==> src/rtl/mem_access_sequencer.sv <==
`default_nettype none
// ============================================================================
// Module   : mem_access_sequencer
// Purpose  : One-request-at-a-time front end for the 512-byte RAM; splits
//            LDD/STD/SWAP into two word accesses and rejects bad requests.
// Revision : 1.0 - initial release
// ============================================================================
module mem_access_sequencer #(
  parameter int MEM_BYTES   = 512,
  parameter int MFC_TIMEOUT = 16
) (
  input  logic        Clk,
  input  logic        Reset,
  input  logic        Req,
  input  logic [5:0]  Op,
  input  logic [31:0] Addr,
  input  logic [63:0] WrData,
  output logic [63:0] RdData,
  output logic        Busy,
  output logic        Done,
  output logic        Err,
  output logic        Enable,
  output logic [5:0]  OpCode,
  output logic [31:0] MAR_Address,
  output logic [31:0] MDR_DataIn,
  input  logic [31:0] MDR_DataOut,
  input  logic        MFC
);

  localparam int CNT_W = $clog2(MFC_TIMEOUT + 1);

  localparam logic [5:0] c_OP_LD   = 6'b000000;
  localparam logic [5:0] c_OP_LDUB = 6'b000001;
  localparam logic [5:0] c_OP_LDUH = 6'b000010;
  localparam logic [5:0] c_OP_LDD  = 6'b000011;
  localparam logic [5:0] c_OP_ST   = 6'b000100;
  localparam logic [5:0] c_OP_STB  = 6'b000101;
  localparam logic [5:0] c_OP_STH  = 6'b000110;
  localparam logic [5:0] c_OP_STD  = 6'b000111;
  localparam logic [5:0] c_OP_LDSB = 6'b001001;
  localparam logic [5:0] c_OP_LDSH = 6'b001010;
  localparam logic [5:0] c_OP_SWAP = 6'b001111;

  localparam logic [CNT_W-1:0] c_CNT_LAST  = CNT_W'(MFC_TIMEOUT - 1);
  localparam logic [32:0]      c_MEM_LIMIT = 33'(MEM_BYTES);

  typedef enum logic [1:0] {
    S_IDLE  = 2'd0,
    S_ISSUE = 2'd1,
    S_GAP   = 2'd2
  } state_t;

  typedef struct packed {
    logic [5:0]  op;
    logic [31:0] addr;
    logic [31:0] din;
  } drive_t;

  // Access size in bytes; zero marks an opcode the RAM does not support.
  function automatic logic [3:0] op_size(input logic [5:0] op);
    case (op)
      c_OP_LDUB, c_OP_STB, c_OP_LDSB: op_size = 4'd1;
      c_OP_LDUH, c_OP_STH, c_OP_LDSH: op_size = 4'd2;
      c_OP_LD,   c_OP_ST,  c_OP_SWAP: op_size = 4'd4;
      c_OP_LDD,  c_OP_STD:            op_size = 4'd8;
      default:                        op_size = 4'd0;
    endcase
  endfunction

  function automatic logic is_single_load(input logic [5:0] op);
    case (op)
      c_OP_LD, c_OP_LDUB, c_OP_LDUH, c_OP_LDSB, c_OP_LDSH: is_single_load = 1'b1;
      default:                                             is_single_load = 1'b0;
    endcase
  endfunction

  function automatic logic is_two_access(input logic [5:0] op);
    is_two_access = (op == c_OP_LDD) || (op == c_OP_STD) || (op == c_OP_SWAP);
  endfunction

  // RAM-side opcode/address/data for one phase of a request.
  function automatic drive_t phase_drive(input logic [5:0]  op,
                                         input logic [31:0] addr,
                                         input logic [63:0] wd,
                                         input logic        ph);
    drive_t d;
    d.op   = op;
    d.addr = addr;
    d.din  = wd[31:0];
    case (op)
      c_OP_LDD: begin
        d.op   = c_OP_LD;
        d.addr = ph ? (addr + 32'd4) : addr;
      end
      c_OP_STD: begin
        d.op   = c_OP_ST;
        d.addr = ph ? (addr + 32'd4) : addr;
        d.din  = ph ? wd[31:0] : wd[63:32];
      end
      c_OP_SWAP: begin
        d.op = ph ? c_OP_ST : c_OP_LD;
      end
      default: ;
    endcase
    return d;
  endfunction

  state_t          r_state, w_state_nxt;
  logic            r_phase, w_phase_nxt;
  logic [CNT_W-1:0] r_cnt,  w_cnt_nxt;
  logic [5:0]      r_op,     w_op_nxt;
  logic [31:0]     r_addr,   w_addr_nxt;
  logic [63:0]     r_wdata,  w_wdata_nxt;
  logic [31:0]     r_word0,  w_word0_nxt;
  logic            r_enable, w_enable_nxt;
  logic [5:0]      r_opcode, w_opcode_nxt;
  logic [31:0]     r_mar,    w_mar_nxt;
  logic [31:0]     r_mdr_in, w_mdr_nxt;
  logic [63:0]     r_rddata, w_rd_nxt;
  logic            r_done,   w_done_nxt;
  logic            r_err,    w_err_nxt;

  logic [3:0]  w_size;
  logic        w_illegal;
  logic        w_misalign;
  logic        w_range;
  logic        w_reject;
  drive_t      w_drv;

  assign w_size    = op_size(Op);
  assign w_illegal = (w_size == 4'd0);

  always_comb begin
    w_misalign = 1'b0;
    case (w_size)
      4'd2:    w_misalign = Addr[0];
      4'd4:    w_misalign = (Addr[1:0] != 2'b00);
      4'd8:    w_misalign = (Addr[2:0] != 3'b000);
      default: w_misalign = 1'b0;
    endcase
  end

  // 33-bit sum so an address near 2^32 cannot wrap back into range.
  assign w_range  = (({1'b0, Addr} + {29'd0, w_size}) > c_MEM_LIMIT);
  assign w_reject = w_illegal | w_misalign | w_range;

  always_ff @(posedge Clk) begin
    if (Reset) begin
      r_state  <= S_IDLE;
      r_phase  <= 1'b0;
      r_cnt    <= '0;
      r_op     <= '0;
      r_addr   <= '0;
      r_wdata  <= '0;
      r_word0  <= '0;
      r_enable <= 1'b0;
      r_opcode <= '0;
      r_mar    <= '0;
      r_mdr_in <= '0;
      r_rddata <= '0;
      r_done   <= 1'b0;
      r_err    <= 1'b0;
    end else begin
      r_state  <= w_state_nxt;
      r_phase  <= w_phase_nxt;
      r_cnt    <= w_cnt_nxt;
      r_op     <= w_op_nxt;
      r_addr   <= w_addr_nxt;
      r_wdata  <= w_wdata_nxt;
      r_word0  <= w_word0_nxt;
      r_enable <= w_enable_nxt;
      r_opcode <= w_opcode_nxt;
      r_mar    <= w_mar_nxt;
      r_mdr_in <= w_mdr_nxt;
      r_rddata <= w_rd_nxt;
      r_done   <= w_done_nxt;
      r_err    <= w_err_nxt;
    end
  end

  always_comb begin
    w_state_nxt  = r_state;
    w_phase_nxt  = r_phase;
    w_cnt_nxt    = r_cnt;
    w_op_nxt     = r_op;
    w_addr_nxt   = r_addr;
    w_wdata_nxt  = r_wdata;
    w_word0_nxt  = r_word0;
    w_enable_nxt = r_enable;
    w_opcode_nxt = r_opcode;
    w_mar_nxt    = r_mar;
    w_mdr_nxt    = r_mdr_in;
    w_rd_nxt     = r_rddata;
    w_done_nxt   = 1'b0;
    w_err_nxt    = 1'b0;
    w_drv        = phase_drive(Op, Addr, WrData, 1'b0);

    case (r_state)
      S_IDLE: begin
        if (Req) begin
          w_op_nxt    = Op;
          w_addr_nxt  = Addr;
          w_wdata_nxt = WrData;
          if (w_reject) begin
            w_done_nxt = 1'b1;
            w_err_nxt  = 1'b1;
          end else begin
            w_state_nxt  = S_ISSUE;
            w_phase_nxt  = 1'b0;
            w_cnt_nxt    = '0;
            w_enable_nxt = 1'b1;
            w_opcode_nxt = w_drv.op;
            w_mar_nxt    = w_drv.addr;
            w_mdr_nxt    = w_drv.din;
          end
        end
      end

      S_ISSUE: begin
        if (MFC) begin
          // RAM data is only valid while Enable is high, so capture it now.
          w_enable_nxt = 1'b0;
          if (!r_phase && is_two_access(r_op)) begin
            w_word0_nxt = MDR_DataOut;
            w_state_nxt = S_GAP;
          end else begin
            w_state_nxt = S_IDLE;
            w_done_nxt  = 1'b1;
            if (r_op == c_OP_LDD)
              w_rd_nxt = {r_word0, MDR_DataOut};
            else if (r_op == c_OP_SWAP)
              w_rd_nxt = {32'h0, r_word0};
            else if (is_single_load(r_op))
              w_rd_nxt = {32'h0, MDR_DataOut};
          end
        end else if (r_cnt == c_CNT_LAST) begin
          w_enable_nxt = 1'b0;
          w_state_nxt  = S_IDLE;
          w_done_nxt   = 1'b1;
          w_err_nxt    = 1'b1;
        end else begin
          w_cnt_nxt = r_cnt + CNT_W'(1);
        end
      end

      S_GAP: begin
        // One Enable-low cycle lets the RAM drop MFC before phase 1.
        w_drv        = phase_drive(r_op, r_addr, r_wdata, 1'b1);
        w_state_nxt  = S_ISSUE;
        w_phase_nxt  = 1'b1;
        w_cnt_nxt    = '0;
        w_enable_nxt = 1'b1;
        w_opcode_nxt = w_drv.op;
        w_mar_nxt    = w_drv.addr;
        w_mdr_nxt    = w_drv.din;
      end

      default: begin
        w_state_nxt  = S_IDLE;
        w_enable_nxt = 1'b0;
      end
    endcase
  end

  assign Busy        = (r_state != S_IDLE);
  assign Done        = r_done;
  assign Err         = r_err;
  assign Enable      = r_enable;
  assign OpCode      = r_opcode;
  assign MAR_Address = r_mar;
  assign MDR_DataIn  = r_mdr_in;
  assign RdData      = r_rddata;

endmodule
`default_nettype wire

==> config.mk <==
export PLATFORM = sky130hd
export DESIGN_NAME = mem_access_sequencer
export DESIGN_NICKNAME = d
export VERILOG_FILES = /design/src/rtl/mem_access_sequencer.sv
export SDC_FILE = /design/constraint.sdc
export NUM_CORES = 1
export LEC_CHECK = 0
export CORE_ASPECT_RATIO = 1.75
export CORE_MARGIN = 1.5
export CORE_UTILIZATION = 50
export CTS_CLUSTER_SIZE = 16
export DETAILED_ROUTE_END_ITERATION = 8
export PLACE_DENSITY_LB_ADDON = 0.12
export SYNTH_ARGS = -nofsm -noshare
export SYNTH_HDL_FRONTEND = slang
export SYNTH_SLANG_ARGS = --single-unit
==> constraint.sdc <==
create_clock -name Clk -period 5.55 [get_ports Clk]
set_input_delay 1.3875 -clock Clk [delete_from_list [all_inputs] [get_ports Clk]]
set_output_delay 1.3875 -clock Clk [all_outputs]
set_load 0.02 [all_outputs]
# [Yosys cells after proc, flatten, opt, wreduce, memory -nomap -nowiden]
# Memory sizes are Yosys's and may differ from the RTL's.
# Index checks and enable logic that the tools add are counted.
[totals] regBits=247 mem_bits_ro=64 input_bits=138 out_inout_bits=138 memories=1
[op_classes] n_addsub=3 n_lt_le_gt_ge=1 n_eq_ne=21 n_mux=51 n_bitwise=3 reduce_logical=24
[memory_table] memory="(name not given)" depth=16 width=4 read_ports=1 rd_clocked_by_memory_dff=0 wr=0 line_no="61" source="case (op)"
[ops] cell="$mux 32" count=6
[ops] cell="$mux 64" count=3
[ops] cell="$pmux 32 s2" count=2
[ops] cell="$pmux 6 s2" count=3
[ops] cell="$add 32x4->33" count=1
[ops] cell="$gt 33x10->1 const B" count=1
[ops] cell="$add 32x3->32 const B" count=1
[ops] cell="$eq 6x4->1 const B" count=4
[ops] cell="$mux 5" count=4
[ops] cell="$eq 6x2->1 const B" count=3
[ops] cell="$mux 1" count=18
[ops] cell="$pmux 5 s3" count=1
[ops] cell="$eq 6x3->1 const B" count=2
[ops] cell="$mux 6" count=2
[ops] cell="$mux 2" count=5
[ops] cell="$reduce_and 3->1" count=3
[ops] cell="$reduce_bool 3->1" count=3
[ops] cell="$ne 2x2->1 const B" count=4
[ops] cell="$eq 6x1->1 const B" count=1
[ops] cell="$logic_not 6->1" count=1
[ops] cell="$pmux 1 s2" count=3
[ops] cell="$pmux 1 s3" count=2
[ops] cell="$pmux 2 s3" count=1
[ops] cell="$reduce_bool 2->1" count=3
[ops] cell="other kinds (21)" count=26

# [Longest topological paths before layout]
# Gate-level depths: netlist (run 1).
[depth] depth_word=11 depth_mapped=16 depth_no_buf=12

# [Worst setup path after synthesis (run 1)]
# Ideal clock, no wire load.
[synth_path] path_kind="in2reg" from="in Op[1]" to="reg r_mar[0], in the netlist MAR_Address[0]" setup_ns=0.123 arrival_ns=4.516 slack_ns=0.910 path_stages=12 n_path_buf=1 cell_sequence="nand2b_1 -> nor4_1 -> ha_1 -> fa_1 -> or4_1 -> a2111oi_0 -> o221ai_1 -> a211oi_1 -> and3b_1 -> a21oi_2 -> buf_4 -> mux2_1"
[synth_via] elab_chain_cells=8
[synth_lines] item="from (decl)" line_no="15" source="input logic [5:0] Op,"
[synth_lines] item="$mem_v2 16x4 (*)"
[synth_lines] item="$mux 4 (*)" line_no="61"
[synth_lines] item="branches (longest 3 deep; another with $add 32x4->33)"
[synth_lines] item="$or 1x1->1 (*)" line_no="145" source="assign w_reject = w_illegal | w_misalign | w_range;"
[synth_lines] item="$ne 2x2->1 (no source line) (*)"
[synth_lines] item="$reduce_and 3->1 (no source line) (*)"
[synth_lines] item="to (signal assigned)" line_no="173" source="r_mar <= w_mar_nxt;"
[synth_lines] item="to (decl)" line_no="117" source="logic [31:0] r_mar, w_mar_nxt;"
# Mark *: on every way between the ends.
# A chain may end at the register's enable or synchronous reset.

# [Worst setup path after layout (run 1)]
[layout_path] from="in Op[5]" to="reg r_mar[24], in the netlist MAR_Address[24]"
[layout_via] elab_chain_cells=8
[layout_lines] item="$logic_not 2->1 (*)" line_no="61"
[layout_lines] item="$mux 4 (*)" line_no="61"
[layout_lines] item="branches (longest 3 deep; another with $add 32x4->33)"
[layout_lines] item="$or 1x1->1 (*)" line_no="145"
[layout_lines] item="$ne 2x2->1 (no source line) (*)"
[layout_lines] item="$reduce_and 3->1 (no source line) (*)"
# Marks and branches as above.

==> results.cfg, run 1 <==
[timing]
period_minus_slack_ns = 5.09
rsz0062_at_grt = false
tightest_slew_ns = 1.15
fin_tns_setup_ns = 0
slew_headroom_pct = 23.4
finalHoldViolCount = 0
finClkSkew_ns = 0.0144
timing.final.crit_share_pct = 91.7
fmax_ghz = 0.197
setup-violations-final = 0
slew_viol_final = 0

[floorplan]
die_h_um = 202
io_pins = 276
initial_core_util_pct = 50.9
die_w_um = 117
dieArea_um2 = 23500
core_area_um2 = 22200
rows = 72

[drt]
first_pass_iters = 5
drt_iter0_markers = 553
ant_nets = 0
vias_per_cell = 5.57
vias = 10500
wl_per_cell_um = 17.4
routed_wl_um = 32800
drc = 0

[job]
maxCapViolCount = 0

[global_routing]
track_usage_pct = 27.5
globalRouteOverflowTotal = 0
grt_pass1_vias = 10200
grt_max_degree = 107
grt_pass1_wl_um = 52000
antenna_found_initial = 0

[placement]
numPortBuffers = 275
place.detailed.hpwl_um = 22600
gp_congestion = 0.895
dp.cells = 1849

[yosys]
synthCells = 1353
ys_types = 63
synth_flop_cell = dfxtp_1
synthesis.nets = 1499
ys_seq_area_share_pct = 43.8
synth_seq_cells = 247
avgSynthCellArea_um2 = 8.34
yosysWarnings = 0
synth_area_um2 = 11300
synth-edff-count = 0
async_reset_ff_share_pct = 0

[finish]
diodes = 0
fill_cells = 1918
area_growth_pct = 32.2
fin_util_pct = 67.3
drive_gt1_share_pct = 5.09
layout.nets = 1724
mostFrequentLayoutCells = nand2_1, clkdlybuf4s50_1, dfxtp_1
final_common_cell = nand2_1
layout.cells.non_filler = 1888

[min_path]
min_path_cells = 2
timing.hold.worst.class = register to register
min_to = r_wdata[1]
hold_path_startpoint = r_wdata[1]

[clock_network]
cts_max_level = 1
clockRootBuffer = clkbuf_16
cts_resized = 0
clockBufferDepth = 3
cts.sinks = 247
cts_hold_buf = 0
cts_tree = built
cts_made_buffers = 23
insertion_delay_ns = 0.51
clkTransAtPathRegs_ns = 0.06
postCtsSetupRepairBufs = 0

[power]
finalPower_uw = 3650
peakVddDrop_mv = 0.274
power_density_nw_per_um2 = 244
power_leakage_uw = 0.00595

[setup_path]
worstPathArrival_ns = 5.48
cp.required_ns = 5.94
path_max_fanout = 25
critPathLaunchType = input pin
r2r_end = MAR_Address[31]
timing.rr.start = r_op[0]
r2r_cells = 8
r2r_slack_ns = 2.47
crit_type = input pin to register
endpoint_kind = register

[run_status]
status = finished clean
-- power by group --
part | switching, µW | internal (µW)
combinational | 162 | 156
clock | 666 | 836
sequential | 26.6 | 1800
-- cells in the mapped netlist, drive strengths merged (3+ instances only) --
| library cell | count | area share [%] |
|---|---|---|
| a31oi | 6 | 0.33 |
| nor3 | 21 | 0.93 |
| o2bb2ai | 5 | 0.39 |
| nor4 | 7 | 0.52 |
| xnor2 | 21 | 1.6 |
| and2 | 6 | 0.33 |
| nand2 | 317 | 11 |
| xor2 | 17 | 1.3 |
| ha | 7 | 0.78 |
| o21ai | 11 | 0.49 |
| buf | 21 | 1.0 |
| a21oi | 115 | 5.1 |
| nand2b | 8 | 0.44 |
| and3 | 3 | 0.17 |
| dfxtp | 247 | 44 |
| a211oi | 40 | 2.7 |
| or4 | 8 | 0.53 |
| nand4 | 18 | 1.0 |
| nand3 | 23 | 1.1 |
| a22oi | 34 | 2.3 |
| mux2i | 107 | 9.5 |
| o211ai | 42 | 2.8 |
| a22o | 19 | 1.5 |
| nor4b | 3 | 0.23 |
| mux2 | 6 | 0.60 |
| or2 | 7 | 0.39 |
| clkbuf | 81 | 2.7 |
| inv | 12 | 0.40 |
| a32oi | 3 | 0.23 |
| nor2 | 94 | 3.1 |
| a21o | 3 | 0.20 |
| nor2b | 14 | 0.78 |
-- worst max-delay path: stages --
cell and delay [ns]:
clkdlybuf4s50_1 0.50, nor4_1 0.49, ha_1 0.28, fa_1 0.22
a211oi_1 0.13, or4_1 0.60, a211oi_1 0.26, o221ai_1 0.17
a211o_1 0.28, nor4_4 0.37, buf_4 0.20, a211oi_2 0.06
buf_4 0.26, a22o_1 0.26
-- state kept, by name, summed over array words and instances, names as in the netlist, 2 cells and up --
| register | count |
|---|---|
| MDR_DataIn | 32 |
| r_state | 2 |
| OpCode | 6 |
| r_addr | 32 |
| r_word0 | 32 |
| r_cnt | 5 |
| r_wdata | 32 |
| RdData | 64 |
| MAR_Address | 32 |
| r_op | 6 |
-- how the worst max path moves through the flow --
stage          startpoint               to  slack, ns
2_1_floorplan       Op[1]   MAR_Address[0]       0.91
3_3_place_gp        Op[1]  MAR_Address[19]       0.15
3_5_place_dp        Op[5]  MAR_Address[21]      0.009
4_1_cts             Op[5]  MAR_Address[16]       0.51
5_1_grt             Op[5]  MAR_Address[23]       0.25
6_report            Op[5]  MAR_Address[24]       0.46
-- cells by family (layout without fill, tap and decap cells) --
group           Yosys count  after routing  share of synthesized area (%)
compound gates          293            293                           17.2
xor+xnor                 38             38                           2.95
fa+ha+maj                 8              8                          0.954
buf+inv                 114            353                           4.10
flops                   247            247                           43.8
mux                     113            113                           10.1
simple gates            540            540                           20.9
-- per-stage QoR --
step	hold slack [ns]	worst slack [ns]	area, µm²
after CTS	0.456	0.515	14900
after global placement	0.441	0.154	14200
after global routing	0.471	0.248	14900
after detailed placement	0.445	0.00901	14200
final	0.453	0.463	14900
after floorplan	0.427	0.910	11300
-- cell type report --
cell class	instances	area [µm²]	area share, %
clock inverters	7	60.1	0.402
repair buffers	302	2970	19.9
flip-flops and latches	247	4940	33.1
multi-input cells	992	5900	39.6
inverters	12	45.0	0.302
well taps	296	370	2.48
clock buffers	32	629	4.22
-- per-layer routing --
layer | GRT usage, % | vias to the layer above | part of all wire (%)
met5 | 0 | - | 0
met4 | 12.5 | 0 | 4.7
met3 | 5.48 | 98 | 6.3
met2 | 48.7 | 327 | 51
met1 | 31.3 | 4915 | 38
li1 | - | 5179 | -
Note: power is estimated with default switching activity, not from simulation.
==> run 2, diff against run 1 <==
--- a/config.mk
+++ b/config.mk
@@ -14,3 +14,4 @@
 export SYNTH_ARGS = -nofsm -noshare
 export SYNTH_HDL_FRONTEND = slang
 export SYNTH_SLANG_ARGS = --single-unit
+export TNS_END_PERCENT = 1
==> results of run 2 <==
Same layout as run 1: the final DEF is identical, and so are final timing and power.
